<file path="src/rtl/qam16_symbol_source.sv">
// Frame-structured 16-QAM symbol source: PRBS-15 payload, optional alternating-corner preamble.
// Preamble insertion is compiled in only when SYMBOL_PREAMBLE_EN is defined.
module qam16_symbol_source #(
  parameter int          PREAMBLE_LEN = 16,
  parameter int          FRAME_LEN    = 256,
  parameter logic [14:0] LFSR_SEED    = 15'h7FFF
) (
  input  logic       clk,
  input  logic       reset_n,
  input  logic       clk_en,
  input  logic       enable,
  output logic [3:0] data,
  output logic       sym_valid,
  output logic       frame_start,
  output logic       in_preamble,
  output logic [1:0] state_dbg
);

  // Handshake: sym_valid is a one-clock qualifier with no back-pressure; data is
  // new exactly on sym_valid cycles and held stable otherwise.
  typedef enum logic [1:0] {
    IDLE     = 2'd0,
    PREAMBLE = 2'd1,
    PAYLOAD  = 2'd2
  } state_t;

  localparam logic [15:0] FRAME_END = 16'(FRAME_LEN);

  state_t      state, state_nxt;
  logic [15:0] cnt, cnt_nxt;
  logic [14:0] lfsr, lfsr_nxt, lfsr_adv;
  logic [3:0]  prbs, data_nxt;
  logic        valid_nxt, fs_nxt;

  assign state_dbg = state;

`ifdef SYMBOL_PREAMBLE_EN
  localparam logic [15:0] PRE_END = 16'(PREAMBLE_LEN);
  logic pre_q, pre_nxt;
  assign in_preamble = pre_q;
`else
  assign in_preamble = 1'b0;
`endif

  // Four LFSR steps per symbol; the first feedback bit lands in data[3].
  always_comb begin : lfsr_four_steps
    logic [14:0] s;
    logic        fb;
    s    = lfsr;
    fb   = 1'b0;
    prbs = '0;
    for (int i = 0; i < 4; i++) begin
      fb   = s[14] ^ s[13];
      prbs = {prbs[2:0], fb};
      s    = {s[13:0], fb};
    end
    lfsr_adv = s;
  end

  always_comb begin
    state_nxt = state;
    cnt_nxt   = cnt;
    lfsr_nxt  = lfsr;
    data_nxt  = data;
    valid_nxt = 1'b0;
    fs_nxt    = 1'b0;
`ifdef SYMBOL_PREAMBLE_EN
    pre_nxt   = pre_q;
`endif
    if (clk_en) begin
      if (!enable) begin
        // Abort: the LFSR keeps its position so a restart continues the sequence.
        state_nxt = IDLE;
        cnt_nxt   = '0;
`ifdef SYMBOL_PREAMBLE_EN
        pre_nxt   = 1'b0;
`endif
      end else begin
        valid_nxt = 1'b1;
        case (state)
`ifdef SYMBOL_PREAMBLE_EN
          IDLE: begin
            state_nxt = PREAMBLE;
            data_nxt  = 4'h0;
            fs_nxt    = 1'b1;
            pre_nxt   = 1'b1;
            cnt_nxt   = 16'd1;
          end
          PREAMBLE: begin
            if (cnt == PRE_END) begin
              state_nxt = PAYLOAD;
              data_nxt  = prbs;
              lfsr_nxt  = lfsr_adv;
              pre_nxt   = 1'b0;
              cnt_nxt   = 16'd1;
            end else begin
              data_nxt = cnt[0] ? 4'hA : 4'h0;
              cnt_nxt  = cnt + 16'd1;
            end
          end
          default: begin
            if (cnt == FRAME_END) begin
              state_nxt = PREAMBLE;
              data_nxt  = 4'h0;
              fs_nxt    = 1'b1;
              pre_nxt   = 1'b1;
              cnt_nxt   = 16'd1;
            end else begin
              data_nxt = prbs;
              lfsr_nxt = lfsr_adv;
              cnt_nxt  = cnt + 16'd1;
            end
          end
`else
          PAYLOAD: begin
            data_nxt = prbs;
            lfsr_nxt = lfsr_adv;
            if (cnt == FRAME_END) begin
              fs_nxt  = 1'b1;
              cnt_nxt = 16'd1;
            end else begin
              cnt_nxt = cnt + 16'd1;
            end
          end
          default: begin
            state_nxt = PAYLOAD;
            data_nxt  = prbs;
            lfsr_nxt  = lfsr_adv;
            fs_nxt    = 1'b1;
            cnt_nxt   = 16'd1;
          end
`endif
        endcase
      end
    end
  end

  always_ff @(posedge clk or negedge reset_n) begin
    if (!reset_n) begin
      state       <= IDLE;
      cnt         <= '0;
      lfsr        <= LFSR_SEED;
      data        <= '0;
      sym_valid   <= 1'b0;
      frame_start <= 1'b0;
`ifdef SYMBOL_PREAMBLE_EN
      pre_q       <= 1'b0;
`endif
    end else begin
      state       <= state_nxt;
      cnt         <= cnt_nxt;
      lfsr        <= lfsr_nxt;
      data        <= data_nxt;
      sym_valid   <= valid_nxt;
      frame_start <= fs_nxt;
`ifdef SYMBOL_PREAMBLE_EN
      pre_q       <= pre_nxt;
`endif
    end
  end

endmodule

</file>
<file path="config.mk">
export PLATFORM = sky130hd
export DESIGN_NAME = qam16_symbol_source
export DESIGN_NICKNAME = d
export VERILOG_FILES = /design/src/rtl/qam16_symbol_source.sv
export SDC_FILE = /design/constraint.sdc
export NUM_CORES = 1
export LEC_CHECK = 0
export BUFFER_PORTS_ARGS = -buffer_cell sky130_fd_sc_hd__clkbuf_2
export CAP_MARGIN = 5
export CORE_UTILIZATION = 32
export CTS_CLUSTER_SIZE = 16
export DETAILED_ROUTE_END_ITERATION = 7
export PLACE_DENSITY = 0.49
export SLEW_MARGIN = 20
export SYNTH_ARGS = -nofsm -noshare
export SYNTH_HDL_FRONTEND = slang
export SYNTH_SLANG_ARGS = --single-unit
</file>
<file path="constraint.sdc">
create_clock -name clk -period 3 [get_ports clk]
set_input_delay 0.3 -clock clk [delete_from_list [all_inputs] [get_ports clk]]
set_output_delay 0.3 -clock clk [all_outputs]
set_load 0.01 [all_outputs]
</file>
Word-level counts from Yosys, hierarchy flattened
Cells that the tools add are included.
{"block": "classes", "n_mux": 11, "reduce_logical": 2, "n_bitwise": 4, "n_addsub": 1, "eq_ne": 3}
{"cell": "$mux 16", "n": 3}
{"cell": "$add 16x1->16 const B", "n": 1}
{"cell": "$eq 16x9->1 const B", "n": 1}
{"cell": "$mux 1", "n": 6}
{"cell": "$mux 2", "n": 2}
{"cell": "$reduce_and 2->1", "n": 2}
{"cell": "$xor 1x1->1", "n": 4}
{"cell": "$eq 2x2->1 const B", "n": 1}
{"cell": "$ne 2x2->1 const B", "n": 1}
{"block": "totals", "input_bits": 4, "wordCells": 27, "regBits": 39}

Longest topological paths before layout
{"block": "logic_depth", "word_depth": 5, "depth_mapped": 7, "ltp_nobuf": 6}

Worst setup path after synthesis
No wires, ideal clock.
{"block": "synth_path", "path_type": "reg2reg", "startpoint": "register cnt[0]", "endpoint": "register cnt[10]", "path_stages_with_launch": 8, "synth_period_minus_slack_ns": 1.553, "path_slack_ns": 1.447, "t_arrival_ns": 1.413, "setup_ns": 0.140, "n_path_buf": 1, "path_cell_list": "dfrtp_1 > inv_1 > ha_1 > nor4b_2 > nand4_2 > buf_2 > o2111ai_1 > o221ai_1"}
{"block": "synth_via", "elab_chain_cells": 4, "word_cells_on_any_way": 5, "classes_between": "add/sub: 1; eq/ne: 1; mux: 3"}
{"item": "from (decl)", "line_no": "30", "rtl": "logic [15:0] cnt, cnt_nxt;"}
{"item": "from (signal assigned)", "line_no": "151", "rtl": "cnt <= cnt_nxt;"}
{"item": "$add 16x1->16 / $eq 16x9->1 (equally long branches)", "line_no": "122, 118"}
{"item": "$mux 16 *", "line_no": "118", "rtl": "if (cnt == FRAME_END) begin"}
{"item": "$mux 16 *", "line_no": "80", "rtl": "case (state)"}
{"item": "$mux 16 *", "line_no": "71", "rtl": "if (!enable) begin"}
Mark *: on every way between the ends. The rest lies on a longest branch, timed or not.
A chain may end at the register's enable or synchronous reset.

Final worst setup path
{"block": "layout_path", "startpoint": "register cnt[0]", "endpoint": "register cnt[0]"}
Same word-level chain as after synthesis.

==> load_flow_metrics.sql <==
INSERT INTO impl_metrics (metric_group, metric, value, unit) VALUES
('cts', 'cts_hold_buffers', '0', ''),
('grt', 'initial_antenna_violation_count', '0', ''),
('yosys', 'ys.warnings.count', '0', ''),
('yosys', 'synth_top_cell_area_share', '30.6', '%'),
('power', 'power.switching_fraction', '26.7', '%'),
('sta', 'period_minus_slack', '2050', 'ps'),
('worst_setup_path', 'slowest_stage', 'dfrtp_1', ''),
('cts', 'cts-resized-gates', '0', ''),
('cts', 'clk_pin_slew', '80', 'ps'),
('yosys', 'yosysSeqAreaShare', '51.6', '%'),
('route', 'drt_pass1_iterations', '4', ''),
('run', 'drv_cap', '0', ''),
('sta', 'number_of_endpoints_with_negative_hold_slack_in_the_final_report', '0', ''),
('power', 'share_comb_of_total_power', '19.3', '%'),
('sta', 'final.setup.tns', '0', 'ps'),
('power', 'power_leakage', '0.809', 'nW'),
('layout', 'area.sequential', '970', 'um^2'),
('grt', 'grt_start_max_net_pins', '39', ''),
('worst_hold_path', 'hold_path.class', 'input port to asynchronous set/reset pin', ''),
('sta', 'finalCritPeriodShare', '68.4', '%'),
('cts', 'tritoncts', 'built', ''),
('yosys', 'synth.distinct_cells', '41', ''),
('layout', 'final_core_utilization', '37.2', '%'),
('worst_setup_path', 'worst_path_largest_cell_delay', '430', 'ps'),
('floorplan', 'std_cell_core_area', '5570', 'um^2'),
('floorplan', 'num_io_pins', '13', ''),
('route', 'via_per_inst', '5.52', ''),
('power', 'irDropWorstVdd', '0.000384', 'V'),
('sta', 'grt_setup_unrepaired', 'no', ''),
('floorplan', 'start_util', '33.7', '%'),
('yosys', 'ys_async_sr_fraction', '100', '%'),
('yosys', 'ys_seq_elements', '38', ''),
('cts', 'htree_levels', '2', ''),
('sta', 'worst-slew-pin-transition', '917', 'ps'),
('route', 'remaining_drcs', '0', ''),
('layout', 'multi_input_gate_area_in_the_final_layout', '811', 'um^2'),
('route', 'drt_iter0_markers', '101', ''),
('sta', 'setup_violations', '0', ''),
('layout', 'nFillCells', '566', ''),
('worst_setup_path', 'critPathTopFamily', 'simple AND/OR/NAND/NOR gates', ''),
('sta', 'timing.max_slew.rel_slack', '38.9', '%'),
('worst_setup_path', 'path_cells', 'inv_1 -> ha_1 -> nor4b_2 -> nand4_2 -> buf_4 -> a311o_1 -> o21ai_1', ''),
('grt', 'global_route.overflow_total', '0', ''),
('yosys', 'avgSynthCellArea', '11.0', 'um^2'),
('yosys', 'synth_enable_flop_cells', '0', ''),
('yosys', 'synth_area', '1880', 'um^2'),
('status', 'run_status', 'finished, final reports clean', ''),
('floorplan', 'placement_rows', '27', ''),
('grt', 'grt_first_pass_wirelength', '6.51', 'mm'),
('sta', 'maximum_clock_skew_at_final_layout', '3.03', 'ps'),
('worst_setup_path', 'critical_path.max_fanout', '14', ''),
('yosys', 'synth_area_leader_cell', 'dfrtp_1', ''),
('grt', 'grtUsageTotal', '13.9', '%'),
('worst_setup_path', 'cp-end-kind', 'register', ''),
('floorplan', 'die_height', '78.6', 'um'),
('power', 'power.net_switching', '0.388', 'mW'),
('worst_setup_path', 'worst-path-buf-inv', '2', ''),
('worst_setup_path', 'setup.worst_path.start_class', 'register', ''),
('layout', 'syn2layout_area_growth', '10.5', '%'),
('power', 'share_seq_of_total_power', '55.6', '%'),
('cts', 'buffers_inserted_by_post_cts_timing_repair', '0', ''),
('route', 'vias', '1391', ''),
('sta', 'max_freq', '0.487', 'GHz'),
('yosys', 'top_cells_by_area_synth', 'dfrtp_1 (31%), dfstp_2 (21%), mux2_2 (6.6%), a31oi_1 (5.7%), o21a_1 (3.2%)', ''),
('worst_setup_path', 'crit_arrival', '2260', 'ps'),
('placed_design', 'numPortBuffers', '10', ''),
('cts', 'clock_insertion_delay_worst_skew', '280', 'ps'),
('grt', 'vias_in_the_first_global_route', '1323', ''),
('route', 'final_antenna_net_count', '0', ''),
('placed_design', 'dpl.hpwl', '2.62', 'mm'),
('placed_design', 'placement.setup.worst_slack', '965', 'ps');
-- per-layer routing --
| metal | routed length (um) | vias to the layer above | track usage [%] |
|---|---|---|---|
| met2 | 1850 | 30 | 21.7 |
| met5 | 0 | - | 0 |
| met4 | 37 | 0 | 5.19 |
| met3 | 148 | 4 | 3.72 |
| li1 | - | 657 | - |
| met1 | 1810 | 700 | 18.4 |
-- through the flow --
| stage | instance area, um^2 | cells |
|---|---|---|
| after floorplan | 1880 | 172 |
| after global placement | 1980 | 244 |
| after detailed placement | 1980 | 244 |
| after CTS | 2080 | 252 |
| after global routing | 2080 | 252 |
| final | 2080 | 252 |
-- final timing paths --
check	startpoint	to	slack, ps	cells after the start
min in group clk	enable	cnt[0]$_DFFE_PN0P_	400	4
max in group asynchronous	reset_n	data[3]$_DFFE_PN0P_	2290	1
setup reg to reg	cnt[0]$_DFFE_PN0P_	cnt[0]$_DFFE_PN0P_	950	7
hold / removal	reset_n	cnt[9]$_DFFE_PN0P_	140	1
hold reg to reg	data[3]$_DFFE_PN0P_	data[3]$_DFFE_PN0P_	490	1
setup / recovery	cnt[0]$_DFFE_PN0P_	cnt[0]$_DFFE_PN0P_	950	7
-- power groups by stage --
stage	combinational (mW)	clock, mW	sequential (mW)
2_1_floorplan	0.203	0	0.807
3_3_place_gp	0.283	0	0.812
3_5_place_dp	0.288	0	0.819
4_1_cts	0.289	0.381	0.811
5_1_grt	0.321	0.405	0.831
6_report	0.281	0.364	0.807
-- flip-flops by register name, indices dropped and copies added (netlist names) --
signal,count
cnt,16
lfsr,15
data,4
frame_start,1
state_dbg,1
sym_valid,1
-- layout by cell type, fill, tap and decap left out, types with 4 or more instances in the layout --
cell type  count
nor4_1         4
mux2_2        11
nand2_1       10
dfstp_2       15
nand3_1        8
o21a_1         8
inv_1         10
xnor2_1        4
clkbuf_8       6
a31oi_1       17
dfrtp_1       23
clkbuf_2      10
nand4_1        5
-- logic make-up (layout without fill, tap and decap cells) --
kind of cell / after synthesis / after routing / share of synthesized area, %
AO/OA/AOI/OAI: 44 / 44 / 16.2
XOR/XNOR: 4 / 4 / 1.86
adder cells (fa/ha/maj): 2 / 2 / 1.33
buffers and inverters: 23 / 31 / 5.59
flip-flops: 38 / 38 / 51.6
multiplexers: 11 / 11 / 6.59
other: 1 / 2 / 0.200
AND/OR/NAND/NOR: 48 / 48 / 16.6
-- final cells by class --
cell class,instances,area share (%)
Sequential cell,38,46.7
Multi-Input combinational cell,111,39.1
Tap cell,72,4.34
Clock buffer,6,3.98
Timing Repair Buffer,13,3.50
Inverter,10,1.81
Clock inverter,2,0.603
Note: power is estimated with default switching activity, not from simulation.
